`src/rtl/arith_pkg.sv`:
```
// rtl/arith_pkg.sv - shared types and helpers for the nibble-serial arithmetic engine
package arith_pkg;

  typedef enum logic [1:0] {
    IDLE = 2'd0,
    RUN  = 2'd1,
    DONE = 2'd2
  } state_e;

  localparam int NIB_W = 4;

  // Width of the nibble index for a given operand width (at least one bit).
  function automatic int idx_width(input int width);
    int n;
    n = width / NIB_W;
    return (n > 1) ? $clog2(n) : 1;
  endfunction

endpackage

```
`src/rtl/add_seq_if.sv`:
```
// rtl/add_seq_if.sv - start/done handshake and operand/result bundle for add_seq
interface add_seq_if #(
  parameter int WIDTH = 16
);
  logic             start;
  logic             sub;
  logic [WIDTH-1:0] a;
  logic [WIDTH-1:0] b;
  logic             cin;
  logic             busy;
  logic             done;
  logic [WIDTH-1:0] sum;
  logic             cout;
  logic             ovf;
  logic             zero;

  modport master (
    output start, sub, a, b, cin,
    input  busy, done, sum, cout, ovf, zero
  );

  modport slave (
    input  start, sub, a, b, cin,
    output busy, done, sum, cout, ovf, zero
  );
endinterface

```
`src/rtl/add4.sv`:
```
// rtl/add4.sv - 4-bit carry-lookahead slice; o_gg folds in i_cin so it equals the carry-out
module add4 (
  input  logic [3:0] i_a,
  input  logic [3:0] i_b,
  input  logic       i_cin,
  output logic [3:0] o_s,
  output logic       o_pg,
  output logic       o_gg
);
  logic [3:0] w_g;
  logic [3:0] w_p;
  logic [3:0] w_c;

  assign w_g = i_a & i_b;
  assign w_p = i_a ^ i_b;

  assign w_c[0] = i_cin;
  assign w_c[1] = w_g[0] | (w_p[0] & i_cin);
  assign w_c[2] = w_g[1] | (w_p[1] & w_g[0]) | (w_p[1] & w_p[0] & i_cin);
  assign w_c[3] = w_g[2] | (w_p[2] & w_g[1]) | (w_p[2] & w_p[1] & w_g[0])
                | (w_p[2] & w_p[1] & w_p[0] & i_cin);

  assign o_s  = w_p ^ w_c;
  assign o_pg = &w_p;
  assign o_gg = w_g[3] | (w_p[3] & w_g[2]) | (w_p[3] & w_p[2] & w_g[1])
              | (w_p[3] & w_p[2] & w_p[1] & w_g[0]) | ((&w_p) & i_cin);
endmodule

```
`src/rtl/add_seq.sv`:
```
// rtl/add_seq.sv - wide add/sub that reuses one add4 slice, one nibble per clock, LSB first
module add_seq
  import arith_pkg::*;
#(
  parameter int WIDTH = 16
) (
  input logic      clk,
  input logic      rst,
  add_seq_if.slave bus
);
  localparam int NIB   = WIDTH / NIB_W;
  localparam int IDX_W = idx_width(WIDTH);
  localparam logic [IDX_W-1:0] LAST_IDX = IDX_W'(NIB - 1);

  localparam logic [1:0] S_IDLE = IDLE;
  localparam logic [1:0] S_RUN  = RUN;
  localparam logic [1:0] S_DONE = DONE;

  logic [1:0]       r_state;
  logic [WIDTH-1:0] r_a;
  logic [WIDTH-1:0] r_b;
  logic [WIDTH-1:0] r_sum;
  logic [IDX_W-1:0] r_idx;
  logic             r_carry;
  logic             r_cout;
  logic             r_ovf;
  logic             r_zero;

  logic [3:0] w_a_nib;
  logic [3:0] w_b_nib;
  logic [3:0] w_s;
  logic       w_gg;

  assign w_a_nib = r_a[NIB_W*r_idx +: NIB_W];
  assign w_b_nib = r_b[NIB_W*r_idx +: NIB_W];

  add4 u_add4 (
    .i_a  (w_a_nib),
    .i_b  (w_b_nib),
    .i_cin(r_carry),
    .o_s  (w_s),
    .o_pg (),
    .o_gg (w_gg)
  );

  always_ff @(posedge clk) begin
    if (rst) begin
      r_state <= S_IDLE;
      r_a     <= '0;
      r_b     <= '0;
      r_sum   <= '0;
      r_idx   <= '0;
      r_carry <= 1'b0;
      r_cout  <= 1'b0;
      r_ovf   <= 1'b0;
      r_zero  <= 1'b0;
    end else begin
      case (r_state)
        S_IDLE: begin
          if (bus.start) begin
            // Subtraction is A + ~B + 1; cin is deliberately ignored then.
            r_a     <= bus.a;
            r_b     <= bus.sub ? ~bus.b : bus.b;
            r_carry <= bus.sub | bus.cin;
            r_idx   <= '0;
            r_state <= S_RUN;
          end
        end
        S_RUN: begin
          r_sum[NIB_W*r_idx +: NIB_W] <= w_s;
          r_carry <= w_gg;
          if (r_idx == LAST_IDX) begin
            r_cout  <= w_gg;
            r_ovf   <= (r_a[WIDTH-1] == r_b[WIDTH-1]) && (w_s[3] != r_a[WIDTH-1]);
            r_zero  <= (w_s == 4'd0) && (r_sum[WIDTH-NIB_W-1:0] == '0);
            r_state <= S_DONE;
          end else begin
            r_idx <= r_idx + 1'b1;
          end
        end
        S_DONE:  r_state <= S_IDLE;
        default: r_state <= S_IDLE;
      endcase
    end
  end

  assign bus.busy = (r_state != S_IDLE);
  assign bus.done = (r_state == S_DONE);
  assign bus.sum  = r_sum;
  assign bus.cout = r_cout;
  assign bus.ovf  = r_ovf;
  assign bus.zero = r_zero;
endmodule

```
`src/flat_wrapper.sv`:
```
// flat-port wrapper written by rule: the top's interface ports become plain ports
module add_seq_flat import arith_pkg::*;
#(
  parameter int WIDTH = 16
)
  (clk, rst, bus_start, bus_sub, bus_a, bus_b, bus_cin, bus_busy, bus_done, bus_sum, bus_cout, bus_ovf, bus_zero);
  add_seq_if #(.WIDTH(WIDTH)) bus_i ();
  input logic clk;
  input logic rst;
  input wire logic [$bits(bus_i.start)-1:0] bus_start;
  input wire logic [$bits(bus_i.sub)-1:0] bus_sub;
  input wire logic [$bits(bus_i.a)-1:0] bus_a;
  input wire logic [$bits(bus_i.b)-1:0] bus_b;
  input wire logic [$bits(bus_i.cin)-1:0] bus_cin;
  output wire logic [$bits(bus_i.busy)-1:0] bus_busy;
  output wire logic [$bits(bus_i.done)-1:0] bus_done;
  output wire logic [$bits(bus_i.sum)-1:0] bus_sum;
  output wire logic [$bits(bus_i.cout)-1:0] bus_cout;
  output wire logic [$bits(bus_i.ovf)-1:0] bus_ovf;
  output wire logic [$bits(bus_i.zero)-1:0] bus_zero;
  assign bus_i.start = bus_start;
  assign bus_i.sub = bus_sub;
  assign bus_i.a = bus_a;
  assign bus_i.b = bus_b;
  assign bus_i.cin = bus_cin;
  assign bus_busy = bus_i.busy;
  assign bus_done = bus_i.done;
  assign bus_sum = bus_i.sum;
  assign bus_cout = bus_i.cout;
  assign bus_ovf = bus_i.ovf;
  assign bus_zero = bus_i.zero;
  add_seq #(.WIDTH(WIDTH)) u_core (.clk(clk), .rst(rst), .bus(bus_i));
endmodule
```
`config.mk`:
```
export PLATFORM = sky130hd
export DESIGN_NAME = add_seq_flat
export DESIGN_NICKNAME = d
export VERILOG_FILES = /design/src/rtl/arith_pkg.sv /design/src/rtl/add_seq_if.sv /design/src/rtl/add4.sv /design/src/rtl/add_seq.sv /design/src/flat_wrapper.sv
export SDC_FILE = /design/constraint.sdc
export NUM_CORES = 1
export LEC_CHECK = 0
export ABC_AREA = 1
export ABC_CLOCK_PERIOD_IN_PS = 6350
export CAP_MARGIN = 20
export CORE_MARGIN = 5
export CORE_UTILIZATION = 50
export CTS_BUF_LIST = sky130_fd_sc_hd__clkbuf_16
export DETAILED_ROUTE_END_ITERATION = 8
export PLACE_DENSITY = 0.78
export RECOVER_POWER = 100
export SLEW_MARGIN = 20
export SYNTH_ARGS = -nofsm -noshare
export SYNTH_HDL_FRONTEND = slang
export SYNTH_SLANG_ARGS = --single-unit
```
`constraint.sdc`:
```
create_clock -name clk -period 6.35 [get_ports clk]
set_input_delay 0.635 -clock clk [delete_from_list [all_inputs] [get_ports clk]]
set_output_delay 0.635 -clock clk [all_outputs]
set_load 0.1 [all_outputs]
```
==> summary.md <==
| Metric | Value |
|---|---|
| Yosys reg bits | 56 |
| Register Area | 1120 um^2 |
| Fmax | 292 MHz |
| Area contributors post-synth | dfxtp_1 (39%), nor2_1 (9.6%), a211oi_2 (6.9%), nand2_1 (6.5%), o21ai_0 (6.1%) |
| Final TNS setup | 0 ps |
| Mapped Area | approximately 2900 um^2 |
| Starting density of the core | between 50% and 60% |
| Hold buffers post-CTS | 0 |
| Metal2 WL | between 3000 and 4000 um |
| Placed cells | approximately 480 |
| CP Capture Point | u_core.bus.ovf$_SDFFE_PP0P_ |
| HPWL after DPL | 4750 um |
| DRC Markers | 0 |
| GP Congestion | approximately 0.85 |
| Pre-CTS setup slack | between 3000 and 4000 ps |
| Gate Count Post-Synth | about 370 |
| Synth Flop Type | dfxtp_1 |
| GR Overflow Total | 0 |
| Vias in the first global route | between 2000 and 2500 |
| Setup crit start kind | primary input |
| Syn_nets | between 400 and 500 |
| HP Class | reg2reg |
| Sequential share of the synthesized area | about two fifths |
| RSZ-0062 raised after global routing | no |
| Maxcap violations | 1 |
| CP required | approximately 6500 ps |
| Crit path arrival time | between 3000 and 4000 ps |
| P_leak | between 1 and 1.5 nW |
| Multi-input gate area | approximately 1500 um^2 |
| Router iterations before antenna repair | 4 |
| Synth area leader | dfxtp_1 |
| Post-synth cell types | 31 |
| Clock root buffer | clkbuf_16 |
| Post-CTS Setup Inserts | 0 |
| CP Max Fanout | 36 |
| CP Launch Point | rst |
| Critical path class | in2reg |
| Initial antenna violation count | 0 |
| Worst slew margin | -19.7% |
| Worst Max-Slew Pin Slew | between 1500 and 2000 ps |
| First-pass GRT wire length | between 10000 and 15000 um |
| Count of input and output buffers | 57 |
| Final Hold Viols | 0 |
| Clock tree sinks | 56 |
| Cell Count, Final, Fillers Out | around 480 |
| Top layer in use | met4 |
| Status | finished, violations left |
| Routed via count | 2473 |
| Largest net degree at the start of global routing | 50 |
| Pwr/cell area | 264 nW/um^2 |
| Endpoints failing setup | 0 |
| CTS tree | built |
| Origin of the worst min-delay path | u_core.bus.sum[14]$_SDFFE_PP0P_ |
| Htree depth | 2 |
| RR Startpoint | u_core.r_idx[0]$_SDFFE_PP0P_ |
| Clock tree buffer depth | 2 |
| Met1 WL | around 2700 um |
| Core area | between 5000 and 6000 um^2 |
| Post-CTS sizing | 0 |
| Total clock buffers created by CTS | 5 |
| Yosys warning total | 0 |
| Final period utilization | a little over half |
| Synth-to-layout area growth | 23.4% |
| DR vias/cell | between 5 and 6 |
| Tot GR Track Use | 17.3% |
| Die Ht | 86.0 um |
| Setup Skew | 5.64 ps |
| Reg clk slew, reported paths | about 70 ps |
| Num rows | 27 |
| Routed Antenna Nets | 0 |
| PnR worst setup slack | between 2000 and 3000 ps |
| CP endpoint kind | flop |
| Post-layout util | 64.0% |
| IO Pins | 58 |
| Pins Over Slew Limit | 37 |
| IR drop worst, VDD | around 0.15 mV |
| Iteration-0 DRC Markers | between 100 and 150 |
| Avg WL per Cell | about 13 um |
| Reg2reg end | u_core.bus.sum[15]$_SDFFE_PP0P_ |
| Reg2Reg Depth | 11 |
| N_diodes | 0 |
| Clk Latency, worst-skew pair | between 200 and 300 ps |
| Filler cells | between 500 and 600 |
| Post-synth EDFFs | 0 |
| Share of cells above drive strength 1 | about a tenth |
| Die area | roughly 7400 um^2 |
| Synth top area share | between 30% and 40% |
| Asr flop ratio synth | 0% |
| Fin crit period | between 3000 and 4000 ps |
| FF-to-FF setup slack | 3160 ps |
| Aggregate routed wire length | about 6200 um |
| Met3 Routed Length | just under 300 um |
| Final Net Count | between 400 and 500 |
| Avg Cell Area, Syn | 7.92 um^2 |
| Failing checks | max-capacitance violations, max-slew violations |
| Die span in x | 86.0 um |
| Overall Power | 0.940 mW |
-- worst max-delay path: stages --
cell	delay, ps
dlygate4sd3_1	520
clkbuf_1	1290
inv_1	770
o21a_1	290
nand2_1	60
inv_1	30
-- layout by cell type (no fill, tap or decap) --
master	instances
fa_1	1
or2_2	1
clkdlybuf4s50_1	34
clkbuf_16	5
xnor2_1	16
nor2_1	74
inv_2	1
nand2_1	50
clkinv_2	1
a21oi_1	19
nand4_1	4
a31oi_1	1
a22oi_1	3
o21a_1	1
nor2_8	1
nor4_4	1
inv_1	17
o22ai_1	8
nand2_2	2
xor2_1	1
ha_1	10
a211oi_1	2
clkinv_1	1
a211oi_2	14
o21ai_0	35
clkbuf_1	1
nand3_1	13
nor3_1	1
bufinv_16	1
inv_8	1
nor2_2	12
dfxtp_1	56
dlygate4sd3_1	23
-- cells in the mapped netlist, types with 2 or more instances --
cell,count
dfxtp_1,56
nor2_2,12
nand3_1,13
clkbuf_1,9
inv_1,16
a21oi_1,19
buf_6,4
o21ai_0,35
buf_2,4
buf_12,2
ha_1,10
a22oi_1,3
nor2_1,74
nand2_2,2
nand4_1,4
nand2_1,50
o22ai_1,8
a211oi_2,16
xnor2_1,16
-- flip-flops by register name (all words and copies together), names as in the netlist, 2 cells and up --
register,flops
u_core.r_idx,2
u_core.r_state,2
u_core.r_a,16
u_core.r_b,16
u_core.bus.sum,16
-- how the worst min path moves through the flow --
stage	endpoint	slack, ps	cells after the start
2_1_floorplan	u_core.r_a[4]$_SDFFE_PP0P_	450	2
3_3_place_gp	u_core.bus.sum[12]$_SDFFE_PP0P_	460	2
3_5_place_dp	u_core.bus.sum[14]$_SDFFE_PP0P_	460	2
4_1_cts	u_core.bus.sum[14]$_SDFFE_PP0P_	470	2
5_1_grt	u_core.bus.zero$_SDFFE_PP0P_	490	2
6_report	u_core.bus.sum[14]$_SDFFE_PP0P_	460	2
-- logic make-up (layout without fill, tap and decap cells) --
group	count (synthesis)	after routing	synth area share, %
fa+ha+maj	11	11	5.02
compound gates	83	83	19.3
simple gates	159	159	24.1
xor+xnor	17	17	5.15
buf+inv	39	85	7.67
flops	56	56	38.8
-- report_power, final --
group          internal, mW  leakage, nW  switching, mW  total, mW
registers             0.375        0.460         0.0222      0.397
logic                0.0912        0.898          0.148      0.239
clock network         0.184       0.0850          0.120      0.304
total                 0.650         1.44          0.290      0.940
-- layer usage --
layer	vias up	track usage, %
met5	-	0
met4	0	5.32
met3	9	3.07
met2	51	31.9
met1	1116	20.1
li1	1297	-
-- per-stage QoR --
| step | hold WS, ps | instance area [um^2] |
|---|---|---|
| 2_1_floorplan | 450 | 2890 |
| 3_5_place_dp | 462 | 3410 |
| 6_report | 464 | 3560 |
| 4_1_cts | 472 | 3580 |
| 5_1_grt | 492 | 3560 |
| 3_3_place_gp | 455 | 3410 |
-- area by class of cell --
class	count	share of cell area, %
sequential	56	31.4
multi-input combinational	270	43.1
clock inverter	3	1.09
tap	72	2.53
clock buffer	5	3.51
timing repair buffer	58	16.1
inverter	19	2.21
(Power assumes the default switching activity.)
